### src/rtl/fifo_ctrl_if.sv
// fifo_ctrl_if: request/status bundle between a FIFO user and its pointer controller
interface fifo_ctrl_if #(parameter int DEPTH = 4, parameter int AW = 2);
  logic PUSH;
  logic POP;
  logic CLEAR;
  logic [DEPTH-1:0] LOAD_EN;
  logic [AW-1:0] RD_SEL;
  logic [AW:0] COUNT;
  logic FULL;
  logic EMPTY;
  logic OVF;
  logic UDF;
  modport master (output PUSH, POP, CLEAR, input LOAD_EN, RD_SEL, COUNT, FULL, EMPTY, OVF, UDF);
  modport slave (input PUSH, POP, CLEAR, output LOAD_EN, RD_SEL, COUNT, FULL, EMPTY, OVF, UDF);
endinterface

### src/rtl/fifo_ctrl.sv
// fifo_ctrl: pointer/count controller steering LOAD strobes and read select for a DEPTH-entry register bank
module fifo_ctrl #(parameter int DEPTH = 4, parameter int AW = 2) (
  input logic clk,
  input logic rst,
  fifo_ctrl_if.slave bus
);
  logic [AW-1:0] wr_ptr, rd_ptr;
  logic pop_ok, push_ok;
  assign pop_ok = bus.POP && !bus.EMPTY;
  // a pop in the same cycle frees the slot, so a full FIFO still takes the push
  assign push_ok = bus.PUSH && (!bus.FULL || pop_ok);
  assign bus.LOAD_EN = (push_ok && !bus.CLEAR && rst) ? DEPTH'(1) << wr_ptr : '0;
  assign bus.RD_SEL = rd_ptr;
  assign bus.FULL = bus.COUNT == (AW+1)'(DEPTH);
  assign bus.EMPTY = bus.COUNT == '0;
  always_ff @(posedge clk or negedge rst)
    if (!rst) begin
      wr_ptr <= '0;
      rd_ptr <= '0;
      bus.COUNT <= '0;
      bus.OVF <= 1'b0;
      bus.UDF <= 1'b0;
    end else if (bus.CLEAR) begin
      wr_ptr <= '0;
      rd_ptr <= '0;
      bus.COUNT <= '0;
      bus.OVF <= 1'b0;
      bus.UDF <= 1'b0;
    end else begin
      wr_ptr <= push_ok ? wr_ptr + AW'(1) : wr_ptr;
      rd_ptr <= pop_ok ? rd_ptr + AW'(1) : rd_ptr;
      bus.COUNT <= bus.COUNT + (AW+1)'(push_ok) - (AW+1)'(pop_ok);
      bus.OVF <= bus.OVF | (bus.PUSH & ~push_ok);
      bus.UDF <= bus.UDF | (bus.POP & bus.EMPTY);
    end
endmodule
### src/flat_wrapper.sv
// flat-port wrapper written by rule: the top's interface ports become plain ports
module fifo_ctrl_flat 
#(parameter int DEPTH = 4, parameter int AW = 2)
  (clk, rst, bus_PUSH, bus_POP, bus_CLEAR, bus_LOAD_EN, bus_RD_SEL, bus_COUNT, bus_FULL, bus_EMPTY, bus_OVF, bus_UDF);
  fifo_ctrl_if #(.DEPTH(DEPTH), .AW(AW)) bus_i ();
  input logic clk;
  input logic rst;
  input wire logic [$bits(bus_i.PUSH)-1:0] bus_PUSH;
  input wire logic [$bits(bus_i.POP)-1:0] bus_POP;
  input wire logic [$bits(bus_i.CLEAR)-1:0] bus_CLEAR;
  output wire logic [$bits(bus_i.LOAD_EN)-1:0] bus_LOAD_EN;
  output wire logic [$bits(bus_i.RD_SEL)-1:0] bus_RD_SEL;
  output wire logic [$bits(bus_i.COUNT)-1:0] bus_COUNT;
  output wire logic [$bits(bus_i.FULL)-1:0] bus_FULL;
  output wire logic [$bits(bus_i.EMPTY)-1:0] bus_EMPTY;
  output wire logic [$bits(bus_i.OVF)-1:0] bus_OVF;
  output wire logic [$bits(bus_i.UDF)-1:0] bus_UDF;
  assign bus_i.PUSH = bus_PUSH;
  assign bus_i.POP = bus_POP;
  assign bus_i.CLEAR = bus_CLEAR;
  assign bus_LOAD_EN = bus_i.LOAD_EN;
  assign bus_RD_SEL = bus_i.RD_SEL;
  assign bus_COUNT = bus_i.COUNT;
  assign bus_FULL = bus_i.FULL;
  assign bus_EMPTY = bus_i.EMPTY;
  assign bus_OVF = bus_i.OVF;
  assign bus_UDF = bus_i.UDF;
  fifo_ctrl #(.DEPTH(DEPTH), .AW(AW)) u_core (.clk(clk), .rst(rst), .bus(bus_i));
endmodule
### config.mk
export PLATFORM = sky130hd
export DESIGN_NAME = fifo_ctrl_flat
export DESIGN_NICKNAME = d
export VERILOG_FILES = /design/src/rtl/fifo_ctrl_if.sv /design/src/rtl/fifo_ctrl.sv /design/src/flat_wrapper.sv
export SDC_FILE = /design/constraint.sdc
export NUM_CORES = 1
export LEC_CHECK = 0
export CAP_MARGIN = 20
export CORE_MARGIN = 5
export CORE_UTILIZATION = 35
export CTS_CLUSTER_DIAMETER = 60
export DETAILED_ROUTE_END_ITERATION = 10
export PLACE_DENSITY_LB_ADDON = 0.2
export SYNTH_ARGS = -nofsm -noshare
export SYNTH_HDL_FRONTEND = slang
export SYNTH_SLANG_ARGS = --single-unit
### constraint.sdc
create_clock -name clk -period 2 [get_ports clk]
set_input_delay 0.6 -clock clk [delete_from_list [all_inputs] [get_ports clk]]
set_output_delay 0.6 -clock clk [all_outputs]
set_load 0.01 [all_outputs]
* Yosys cells after proc, flatten, opt, wreduce, memory -nomap -nowiden
Cells that the tools add are included.
Word-level totals: register bits after elaboration 9, input bits 5, output and inout bits 13, logic and storage cells 35
Operators by class: $add $sub $neg 4, equal/unequal tests 1, shifts and indexed selects 1, multiplexer cells 8, bitwise gates (word level) 5, reductions and logical operators 11
Operator list (number):
- $mux W2 | 4
- $add A2 B1 Y2 const B | 2
- $logic_and A1 B1 Y1 | 4
- $mux W4 | 1
- $reduce_bool A2 Y1 | 2
- $shl A1 B2 Y4 const A | 1
- $add A3 B1 Y3 | 1
- $eq A3 B3 Y1 const B | 1
- $logic_not A1 Y1 | 3
- $logic_not A3 Y1 | 1
- $mux W3 | 1
- $sub A3 B1 Y3 | 1
- $and A1 B1 Y1 | 2
- $mux W1 | 2
- $or A1 B1 Y1 | 2
- $logic_or A1 B1 Y1 | 1
- $not A1 Y1 | 1

* Logic depth before layout (Yosys ltp)
depth after elaboration 9, gate-level depth with buffers 10, depth with buffers taken out 10

* Worst setup path before layout
No wires, ideal clock.
path type register to register, start point reg u_core.bus.COUNT[1], end point reg u_core.bus.COUNT[2], setup time 86 ps, arrival time 2180 ps, data required time 1914 ps, path slack -266 ps, stages on the path, launching flop included 11, buffers on the path 0, clock period less this slack 2266 ps, path through dfrtp_1 -> o31ai_1 -> inv_1 -> ha_1 -> inv_1 -> ha_1 -> inv_1 -> fa_1 -> xor2_1 -> and2_2 -> nor3_1
Between the ends: longest elaborated chain between the ends 8, elaborated cells on any way between the ends 10, classes of those cells add/sub (2); eq/ne (1); mux (1); reduce/logical (6)
RTL lines:
- start, declared | line fifo_ctrl_if.sv:14 | modport slave (input PUSH, POP, CLEAR, output LOAD_EN, RD_SEL, COUNT, FULL, EMPTY, OVF, UDF);
- start signal, assigned | line fifo_ctrl.sv:32 | bus.COUNT <= bus.COUNT + (AW+1)'(push_ok) - (AW+1)'(pop_ok);
- $logic_not A3 Y1 | line fifo_ctrl.sv:15 | assign bus.EMPTY = bus.COUNT == '0;
- $logic_not A1 Y1 | line fifo_ctrl.sv:9 | assign pop_ok = bus.POP && !bus.EMPTY;
- $logic_and A1 B1 Y1 | line fifo_ctrl.sv:9
- $logic_or A1 B1 Y1 | line fifo_ctrl.sv:11 | assign push_ok = bus.PUSH && (!bus.FULL || pop_ok);
- $logic_and A1 B1 Y1 | line fifo_ctrl.sv:11
- $add A3 B1 Y3 | line fifo_ctrl.sv:32
- $sub A3 B1 Y3 (*) | line fifo_ctrl.sv:32
- $mux W3 (*) | line fifo_ctrl.sv:23 | end else if (bus.CLEAR) begin
Mark *: on every way between the ends. The rest lies on a longest branch, timed or not. A chain may end at the register's enable or synchronous reset.

* Worst setup path after layout
start point reg u_core.bus.COUNT[1], end point out bus_LOAD_EN[3]
Between the ends: longest elaborated chain between the ends 8, elaborated cells on any way between the ends 10, classes of those cells eq/ne (1); mux (1); reduce/logical (8)
RTL lines:
- $logic_not A3 Y1 | line fifo_ctrl.sv:15
- $logic_not A1 Y1 | line fifo_ctrl.sv:9
- $logic_and A1 B1 Y1 | line fifo_ctrl.sv:9
- $logic_or A1 B1 Y1 (*) | line fifo_ctrl.sv:11
- $logic_and A1 B1 Y1 (*) | line fifo_ctrl.sv:11
- $logic_and A1 B1 Y1 (*) (2 in a row) | line fifo_ctrl.sv:12 | assign bus.LOAD_EN = (push_ok && !bus.CLEAR && rst) ? DEPTH'(1) << wr_ptr : '0;
- $mux W4 (*) | line fifo_ctrl.sv:12
- end, declared | line flat_wrapper.sv:11 | output wire logic [$bits(bus_i.LOAD_EN)-1:0] bus_LOAD_EN;
Marks and branches as above.

==> out/qor.csv <==
stage;metric;value;unit
grt;largest net degree at the start of global routing;12;
outcome;status;finished, violations left;
timing;Slew @ Worst Pin;288;ps
cells_and_area;layout cell share with drive strength beyond 1;58.3;%
critical_path;Worst R2R Setup Slack;-120;ps
synth;synthesized area per cell;10.1;µm²
grt;global-route wire length before repair;2.44;mm
timing;relative slew slack;80.7;%
synth;post-synthesis register bit count;9;
place;PortBufs;17;
synth;cell count after synthesis;56;
grt;vias in the first global route;562;
critical_path;worst path bufs/invs;3;
clock_tree;Num Clock Sinks;9;
drt;initial drt markers;6;
timing;Setup violations, final;5;
timing;worst setup margin;-209;ps
cells_and_area;final std cells w/o fill;112;
critical_path;Startpoint Class;flip-flop;
cells_and_area;final core occ;70.0;%
power_and_ir_drop;P_leak;0.537;nW
synth;post-synth top area share;39.8;%
critical_path;critical path capture point type;output pin;
critical_path;crit-path max FO;5;
critical_path;crit-path leading delay family;simple AND/OR/NAND/NOR gates;
timing;highest clock rate;0.453;GHz
timing;total negative slack;-740;ps
synth;Synth area leaders;dfrtp_1, ha_1, and3_2, nor2_1, inv_1;
synth;synth cell count leaders;dfrtp_1, nor2_1, ha_1, inv_1, and3_2;
power_and_ir_drop;PwrDens;1150;nW/µm²
critical_path;Req. time, crit path;1400;ps
synth;synth warn;0;
cells_and_area;n_diodes;0;
timing;final hold viol count;0;
synth;Mapped Area;566;µm²
outcome;failing checks;setup timing;
drt;routed len/inst;13.5;µm
clock_tree;CTS tree;done;
drt;DR pass1 iterations;4;
synth;Post-Syn Nets;68;
synth;most instantiated library cell after synthesis;dfrtp_1;
drt;Post-route DRC;0;
power_and_ir_drop;peak supply drop;0.665;mV
timing;RSZ-0062 raised after global routing;yes;
synth;Seq/Total Area, Yosys;39.8;%
flow_run;MaxCap Viol Count;0;
floorplan;Ports;18;
synth;Synth Flop Type;dfrtp_1;
place;DPL Wire Length;1.02;mm
cells_and_area;nets;109;
critical_path;cell mode on critical path;buf_6;
critical_path;CP Cell Sequence;buf_6 -> nor4b_4 -> nor2b_4 -> buf_6 -> and3_4 -> buf_6;
floorplan;Placement Rows;14;
synth;ys async rst share;100;%
critical_path;r2r endpoint;u_core.bus.COUNT[2]$_DFF_PN0_;
clock_tree;Post-CTS Hold Buffers;0;
clock_tree;clock latency on the worst-skew pair;280;ps
critical_path;Slowest Stage Delay on Critical Path;440;ps
place;Placement Setup Slack;-794;ps
synth;Unique masters post-synth;22;
floorplan;Die Area;2520;µm²
clock_tree;clock-pin transition on the worst setup and hold timing paths;80;ps
clock_tree;CTS buffer count;3;
clock_tree;Root Driver;clkbuf_4;
timing;post-route clock period utilization;110;%
place;GP Congestion;0.744;
floorplan;core area;1520;µm²
drt;drt total wl;1.51;mm
critical_path;R2R cell count;11;
grt;Total GRT Usage;13.0;%
place;placed cells;98;
drt;Routed Antenna Nets;0;
timing;pins over their slew limit;0;
clock_tree;htree depth;1;
hold_path;Worst Hold Class;in -> async;
grt;gr ovfl total;0;
timing;min Tclk post-route;2210;ps
timing;clk_skew;16.8;ps
floorplan;DIE WIDTH;50.2;µm
critical_path;crit path DAT;1610;ps
floorplan;Die Y;50.2;µm
synth;largest area contributor in the netlist;dfrtp_1;
floorplan;Initial Util;37.1;%
clock_tree;Max clock buf depth;2;
power_and_ir_drop;power consumption;0.00122;W
synth;Post-synth EDFFs;0;
drt;via density per instance;4.75;
critical_path;critical path type;reg -> out;
grt;initial antenna violation count;0;
cells_and_area;fill count;112;
drt;vias;532;
critical_path;R2R Path Start;u_core.bus.COUNT[1]$_DFF_PN0_;
cells_and_area;Syn-to-layout area delta;88.7;%
critical_path;CP max-delay cell;dfrtp_2;
[final cells by class]
class                           instances  area, µm²  area share [%]
Clock buffer                            3       22.5            2.11
Clock inverter                          1       5.00           0.469
Timing Repair Buffer                   38        353            33.1
Tap cell                               16       20.0            1.88
Multi-Input combinational cell         39        415            38.9
Sequential cell                         9        229            21.5
Inverter                                6       22.5            2.11
[logic make-up after synthesis]
logic type	count (synthesis)	synth area share, %
adder cells (fa/ha/maj)	7	16.8
buffers and inverters	8	6.64
XOR/XNOR	2	3.10
AO/OA/AOI/OAI	5	4.87
flip-flops	9	39.8
AND/OR/NAND/NOR	23	24.3
multiplexers	2	4.42
[what timing repair did]
action	4_1_cts	5_1_grt
endpoints found under the hold margin	0	0
resized for setup	58	8
pin swaps	9	5
setup buffers	7	5
setup endpoints to repair	9	9
[worst max path at each step]
stage	slack [ps]	start	to	depth (start not counted)
floorplan	-90	u_core.bus.COUNT[2]$_DFF_PN0_	u_core.bus.COUNT[2]$_DFF_PN0_	10
global placement	-790	bus_POP	bus_LOAD_EN[2]	5
detailed placement	-790	bus_POP	bus_LOAD_EN[0]	5
CTS	-220	u_core.bus.COUNT[1]$_DFF_PN0_	u_core.bus.COUNT[2]$_DFF_PN0_	11
global route	-270	u_core.bus.COUNT[1]$_DFF_PN0_	bus_LOAD_EN[3]	6
finish	-210	u_core.bus.COUNT[1]$_DFF_PN0_	bus_LOAD_EN[3]	6
[report_power, final]
part / total, W / internal [W] / switching, W
Clock: 0.000150 / 0.0000740 / 0.0000758
Sequential: 0.000300 / 0.000236 / 0.0000647
Combinational: 0.000772 / 0.000448 / 0.000324
[cells in the final DEF, fill, tap and decap left out, drive strengths merged]
cell type and count:
buf 28, dfrtp 9, nor2 7, ha 6, inv 6, and3 4
dlygate4sd2 4, clkdlybuf4s50 4, a21oi 3, clkbuf 3, nor2b 3, nand2b 2
dlymetal6s2s 2, nor3 2, xor2 2, nor3b 1, o31ai 1, nor4b 1
and2 1, nand2 1, o21ai 1, or3 1, mux2i 1, mux2 1
fa 1, clkinv 1
[through the flow]
step | hold WS, ps | area (µm²)
floorplan | 304 | 586
global placement | 484 | 856
detailed placement | 489 | 856
CTS | 381 | 1000
global route | 401 | 1070
finish | 375 | 1070
[registers in the layout, indices dropped and copies added, names as in the netlist]
register           cells
u_core.bus.RD_SEL      2
u_core.bus.COUNT       3
u_core.bus.UDF         1
u_core.wr_ptr          2
u_core.bus.OVF         1
[per-layer routing]
layer	track usage [%]	wire length, µm
met1	14.2	581
met2	23.2	827
met3	2.96	77
met4	6.55	21
met5	0	0
No activity file was read; power rests on OpenSTA's default activity.
